`config.mk`:
```
export PLATFORM = sky130hd
export DESIGN_NAME = vector_cmd_seq
export DESIGN_NICKNAME = d
export VERILOG_FILES = /design/src/rtl/vector_cmd_seq.sv
export SDC_FILE = /design/constraint.sdc
export NUM_CORES = 1
export LEC_CHECK = 0
export CAP_MARGIN = 20
export CORE_MARGIN = 2
export CORE_UTILIZATION = 45
export CTS_CLUSTER_SIZE = 28
export DETAILED_ROUTE_END_ITERATION = 7
export SLEW_MARGIN = 20
export SYNTH_ARGS = -nofsm -noshare
export SYNTH_HDL_FRONTEND = slang
export SYNTH_SLANG_ARGS = --single-unit
```
`constraint.sdc`:
```
create_clock -name clk50 -period 4.8 [get_ports clk50]
set_input_delay 0.72 -clock clk50 [delete_from_list [all_inputs] [get_ports clk50]]
set_output_delay 0.72 -clock clk50 [all_outputs]
set_load 0.01 [all_outputs]
```
`src/rtl/vector_cmd_seq.sv`:
```
// Vector command sequencer: FIFO-buffered MOVE/DRAW stream to line-drawer requests.
// Optional CLIP_COORD_EN saturates stored coordinates to X_MAX/Y_MAX.
module vector_cmd_seq #(
    parameter int FIFO_AW = 4,
    parameter int X_MAX   = 639,
    parameter int Y_MAX   = 479,
    parameter int ACK_TO  = 15
) (
    input  logic        clk50,
    input  logic        rst,
    input  logic        cmd_valid,
    input  logic [15:0] cmd_data,
    output logic        cmd_ready,
    output logic [9:0]  x_from,
    output logic [9:0]  y_from,
    output logic [9:0]  x_to,
    output logic [9:0]  y_to,
    output logic        draw_enable,
    input  logic        draw_busy,
    output logic        idle,
    output logic        ack_err,
    output logic [15:0] lines_cnt
);
    localparam int DEPTH = 1 << FIFO_AW;
    localparam int TW    = $clog2(ACK_TO + 1);
    localparam logic [FIFO_AW:0] L_FULL    = (FIFO_AW + 1)'(DEPTH);
    localparam logic [FIFO_AW:0] L_CONE    = (FIFO_AW + 1)'(1);
    localparam logic [FIFO_AW-1:0] L_PONE  = FIFO_AW'(1);
    localparam logic [TW-1:0] L_TO_LAST    = TW'(ACK_TO - 1);
    localparam logic [TW-1:0] L_TONE       = TW'(1);
    localparam logic [9:0] L_XMAX = 10'(X_MAX);
    localparam logic [9:0] L_YMAX = 10'(Y_MAX);
`ifdef CLIP_COORD_EN
    localparam bit L_CLIP = 1'b1;
`else
    localparam bit L_CLIP = 1'b0;
`endif

    typedef enum logic [2:0] {
        S_IDLE, S_EXEC, S_ISSUE, S_ACK, S_WAIT
    } state_t;

    logic [11:0]        r_mem [DEPTH];
    logic [FIFO_AW-1:0] r_wp;
    logic [FIFO_AW-1:0] r_rp;
    logic [FIFO_AW:0]   r_cnt;
    state_t             r_st;
    logic [11:0]        r_cmd;
    logic [9:0]         r_x_pend;
    logic [9:0]         r_pen_x;
    logic [9:0]         r_pen_y;
    logic [TW-1:0]      r_to;

    logic       w_push;
    logic       w_pop;
    logic [1:0] w_op;
    logic [9:0] w_cx;
    logic [9:0] w_cy;
    logic       w_unused;

    function automatic logic [9:0] f_sat(input logic [9:0] c, input logic [9:0] m);
        return (L_CLIP && (c > m)) ? m : c;
    endfunction

    assign cmd_ready = (r_cnt != L_FULL);
    assign w_push    = cmd_valid & cmd_ready;
    assign w_pop     = (r_st == S_IDLE) && (r_cnt != '0);
    assign idle      = (r_st == S_IDLE) && (r_cnt == '0);
    assign w_op      = r_cmd[11:10];
    assign w_cx      = f_sat(r_cmd[9:0], L_XMAX);
    assign w_cy      = f_sat(r_cmd[9:0], L_YMAX);
    assign w_unused  = ^cmd_data[13:10];

    // Storage array carries no reset; only pointers and count are cleared.
    always_ff @(posedge clk50) begin
        if (w_push) r_mem[r_wp] <= {cmd_data[15:14], cmd_data[9:0]};
    end

    always_ff @(posedge clk50 or posedge rst) begin
        if (rst) begin
            r_wp  <= '0;
            r_rp  <= '0;
            r_cnt <= '0;
        end else begin
            if (w_push) r_wp <= r_wp + L_PONE;
            if (w_pop)  r_rp <= r_rp + L_PONE;
            unique case ({w_push, w_pop})
                2'b10:   r_cnt <= r_cnt + L_CONE;
                2'b01:   r_cnt <= r_cnt - L_CONE;
                default: r_cnt <= r_cnt;
            endcase
        end
    end

    always_ff @(posedge clk50 or posedge rst) begin
        if (rst) begin
            r_st        <= S_IDLE;
            r_cmd       <= '0;
            r_x_pend    <= '0;
            r_pen_x     <= '0;
            r_pen_y     <= '0;
            r_to        <= '0;
            x_from      <= '0;
            y_from      <= '0;
            x_to        <= '0;
            y_to        <= '0;
            draw_enable <= 1'b0;
            ack_err     <= 1'b0;
            lines_cnt   <= '0;
        end else begin
            draw_enable <= 1'b0;
            unique case (r_st)
                S_IDLE: begin
                    if (w_pop) begin
                        r_cmd <= r_mem[r_rp];
                        r_st  <= S_EXEC;
                    end
                end
                S_EXEC: begin
                    r_st <= S_IDLE;
                    unique case (w_op)
                        2'b00: r_x_pend <= w_cx;
                        2'b01: begin
                            r_pen_x <= r_x_pend;
                            r_pen_y <= w_cy;
                        end
                        2'b10: begin
                            x_from      <= r_pen_x;
                            y_from      <= r_pen_y;
                            x_to        <= r_x_pend;
                            y_to        <= w_cy;
                            r_pen_x     <= r_x_pend;
                            r_pen_y     <= w_cy;
                            draw_enable <= 1'b1;
                            lines_cnt   <= lines_cnt + 16'd1;
                            r_st        <= S_ISSUE;
                        end
                        default: begin
                            x_from      <= r_pen_x;
                            y_from      <= r_pen_y;
                            x_to        <= r_pen_x;
                            y_to        <= r_pen_y;
                            draw_enable <= 1'b1;
                            lines_cnt   <= lines_cnt + 16'd1;
                            r_st        <= S_ISSUE;
                        end
                    endcase
                end
                S_ISSUE: begin
                    r_to <= '0;
                    r_st <= S_ACK;
                end
                // Busy low on the first ACK cycle is expected drawer latency.
                S_ACK: begin
                    if (draw_busy) begin
                        r_st <= S_WAIT;
                    end else if (r_to == L_TO_LAST) begin
                        ack_err <= 1'b1;
                        r_st    <= S_IDLE;
                    end else begin
                        r_to <= r_to + L_TONE;
                    end
                end
                S_WAIT: begin
                    if (!draw_busy) r_st <= S_IDLE;
                end
                default: r_st <= S_IDLE;
            endcase
        end
    end
endmodule
```
==> results.md <==
- The flow ran to the end, and the final reports show no timing, DRC or antenna violations.
- The post-synthesis share of cell area spent on xor and xnor gates is 0.01745.
- The insertion delay of the later-clocked pin in the worst-skew pair is 520 ps.
- The final layout contains 906 nets.
- The multi-input combinational cells in the finished layout cover a total of 3556 um2.
- In this run the deepest clock path goes through 3 buffers.
- Counting flops with a built-in enable in the synthesized netlist gives 192.
- CTS saw 312 sinks.
- The number of iterations in the first detailed-routing pass is 5.
- The post-synthesis sequential element count is 312.
- The share of the synthesized area in compound gates (AO/OA/AOI/OAI) is 0.03898.
- 80 I/O pins were placed.
- The last weighted congestion value of the routability-driven placer is 0.7573.
- Of all flip-flops after synthesis, the portion carrying an async set or reset was 0.3846.
- The slew at the pin with the worst max-slew slack is 1044 ps.
- The kind of end point of the critical path is a register.
- Data arrives at the worst endpoint at 3450 ps.
- The worst min-delay path category is reg2reg.
- The total via count in the routed design is 6779.
- The path type of the worst setup path is reg2reg.
- The worst path in the final design needs a cycle of 3059 ps, including I/O delays and setup.
- The number of synthesis warnings is 0.
- In this run the static leakage power is 5.507 nW.
- In this run the worst setup path terminates at r_cnt[4].
- The fraction of the mapped netlist area in simple logic gates is 0.06461.
- Across every metal layer, demand over resource in global routing totals 0.1768.
- The clock tree from TritonCTS is done.
- The post-cts repair resize count is 0.
- Setup repair after global routing left no endpoint under its margin.
- The synthesized netlist contains 45 unique library cells.
- Across all register-to-register paths, the minimum setup slack is 1740 ps.
- The final cell area excluding filler cells is 14900 um2.
- Headroom to the max-slew limit came out at 0.3040.
- Entering global routing, the biggest net connects 64 pins.
- Summed over all nets, wire length on met2 after detailed routing comes to 12.10 mm.
- The final-report max-slew violation count was 0.
- The via density per instance is 5.325.
- The library cell used most frequently in the layout, excluding fill and tap cells, is edfxtp_1.
- Summed over all nets, the half-perimeter wirelength after detailed placement is 15.87 mm.
- In the final routing, the length of wire on met1 measures 10.91 mm.
- The initialized floorplan defines 61 standard-cell rows.
- For this run, the top clock speed supported by timing is 327.0 MHz.
- The initial antenna violation count is 0.
- The number of endpoints with negative hold slack in the final report came to 0.
- The tree is rooted in a clkbuf_16.
- In the final routed layout, each cell accounts on average for 19.44 um.
- The total DRC errors in the routed layout is 0.
- The number of antenna diodes in the final layout is 0.
- Measured along the y axis, the die boundary spans 171.0 um.
- The layout has 2231 filler cells.
- The length of routed met3 wiring is 1.321 mm.
- The die covers 29240 um2.
- For this design the ratio of total power to cell area is 649.6 nW/um2.
- The synthesized-area fraction occupied by adder cells is 0.01496.
- The total detailed-routing wirelength is 24.75 mm.
- The final setup violation count is 0.
- Tracing the worst setup path back leads to its startpoint at r_st[0].
- Port buffering added 75 buffers.
- Synthesis produced 783 cells.
- The core utilization of the finished layout is 0.5392.
- STA classifies the critical path startpoint as a register.
- The synthesized net count is 818.
- The worst reg2reg path depth is 10.
- Counting the buffers created by CTS gives 34.
- The effective utilization at floorplan is 0.4542.
- For this block, the initial DRC count from the detailed router was 424.
- The proportion of layout cells with a drive suffix above 1 is 0.1933.
- In the layout the commonest cells are edfxtp_1 (192), dfrtp_1 (118), nand2_1 (106).
- The worst ir drop on vdd is 0.3046 mV.
- In this run the standard cell core region covers 27630 um2.
- For this design, the CTS-stage hold fixing added 0 buffers.
- The share of the Yosys chip area taken by registers is 0.6987.
- The endpoint required time on the critical path is 5190 ps.
- After clock tree synthesis, the clock-pin slew on the worst setup and hold paths is 60 ps.
- In this run the mean area of a mapped cell was 16.03 um2.
- Summing all placed instances gives a cell area of 13720 um2.
- In the final timing run, aggregate negative setup slack is 0 ps.
- Clock skew on the completed layout was measured at 24.71 ps.
- Across the whole layout, storage elements account for 8771 um2.
- The highest net fanout along the worst path is 30.
- The highest metal layer carrying signal wires in the routed design is met4.
- The netlist area before placement is 12550 um2.
- The number of violations of the max-capacitance limit is 0.
- After synthesis, the largest family of logic cells by area is multiplexers.
- Of the post-synthesis cell area, the part taken by muxes is 0.1441.
- For this run, the leading register cell type out of synthesis is edfxtp_1.
- The post-CTS setup buffer count is 0.
- The number of global-route vias before repair came to 6981.
- Dividing the final minimum period by the clock period gives 0.6372.
- Summed over all layers, the global routing overflow is 0.
- The area overhead of the layout relative to synthesis is 18.70%.
- The detail route stage leaves a number of antenna-violating nets equal to 0.
- The worst reg2reg path endpoint is r_cnt[4].
- The first global-routing pass estimated 39.43 mm of wire.
- Measured along the x axis, the die boundary spans 171.0 um.
- The H-tree was split into 2 levels.
- The worst register-to-register path begins at r_st[0].
[flip-flops by register name, indices dropped and copies added (netlist names), 5 cells and up]
| register | count |
|---|---|
| r_x_pend | 10 |
| y_to | 10 |
| r_cnt | 5 |
| x_to | 10 |
| r_pen_y | 10 |
| r_mem | 192 |
| lines_cnt | 16 |
| y_from | 10 |
| r_cmd | 12 |
| r_pen_x | 10 |
| x_from | 10 |
[Yosys cell counts (2+ instances only)]
master    count  area (um2)
xnor2_1      13       113.9
o22ai_1      26       162.7
buf_1         5       18.77
nand3_1       5       25.02
dfrtp_1     120        3003
o21ai_0      27       135.1
ha_1         15       187.7
nor2b_1       5       31.28
nor2_1       24       90.09
nor4bb_1      2       20.02
nor3_1       10       50.05
and3_1        6       37.54
edfxtp_1    192        5766
buf_4         2       15.01
xor2_1       12       105.1
mux4_2       48        1081
nand2b_1      5       31.28
a21oi_1      17       85.08
buf_2        12       60.06
clkbuf_1     16       60.06
o41ai_1       2       17.52
nor3b_1       2       15.01
mux2i_1      22       220.2
inv_1        15       56.30
mux2_2       45       506.7
nand2_1     106       397.9
buf_6         5       56.30
nand4_1       7       43.79
[routing by layer]
layer / vias up / track usage
li1: 3120 / -
met1: 3436 / 0.2423
met2: 189 / 0.2952
met3: 34 / 0.02892
met4: 0 / 0.04790
met5: - / 0
[worst max-delay path, cell delays in order, from the launching register on]
cell	delay, ps
dfrtp_1	460
nor3_1	360
a21boi_2	230
buf_4	300
ha_1	460
xor2_1	120
ha_1	230
nor2b_1	130
o21ai_0	260
a21oi_1	110
nor4b_1	300
[through the flow]
| step | setup WS, ps | power (mW) | hold slack (ps) | instances |
|---|---|---|---|---|
| 3_5_place_dp | 1398 | 7.077 | 467.2 | 1213 |
| 2_1_floorplan | 894.2 | 6.045 | 456.2 | 783 |
| 4_1_cts | 1784 | 9.786 | 475.8 | 1273 |
| 3_3_place_gp | 1409 | 6.955 | 457.4 | 1211 |
| 6_report | 1741 | 9.677 | 468.7 | 1273 |
| 5_1_grt | 1502 | 10.26 | 502.9 | 1273 |
[power breakdown]
group | internal [mW] | total (mW) | switching (mW)
Sequential | 3.50 | 4.02 | 0.530
Clock | 1.68 | 2.69 | 1.01
Combinational | 1.48 | 2.97 | 1.49
[cell type report]
class | count | share of cell area
Clock buffer | 46 | 0.06215
Clock inverter | 14 | 0.01571
Inverter | 15 | 0.003948
Multi-Input combinational cell | 416 | 0.2387
Sequential cell | 312 | 0.5888
Tap cell | 378 | 0.03175
Timing Repair Buffer | 92 | 0.05896
[how the worst min path moves through the flow]
| stage | cells past startpoint | slack, ps | to | from |
|---|---|---|---|---|
| detailed placement | 1 | 470 | lines_cnt[15] | lines_cnt[15] |
| finish | 1 | 470 | lines_cnt[15] | lines_cnt[15] |
| floorplan | 2 | 460 | x_from[0] | r_pen_x[0] |
| global route | 1 | 500 | lines_cnt[15] | lines_cnt[15] |
| global placement | 1 | 460 | lines_cnt[15] | lines_cnt[15] |
| CTS | 1 | 480 | lines_cnt[15] | lines_cnt[15] |
[cells by family after synthesis]
| logic type | after synthesis |
|---|---|
| AO/OA/AOI/OAI | 82 |
| XOR/XNOR | 25 |
| adder cells (fa/ha/maj) | 15 |
| buffers and inverters | 55 |
| flip-flops | 312 |
| multiplexers | 115 |
| AND/OR/NAND/NOR | 179 |
Note: power is estimated with default switching activity, not from simulation.
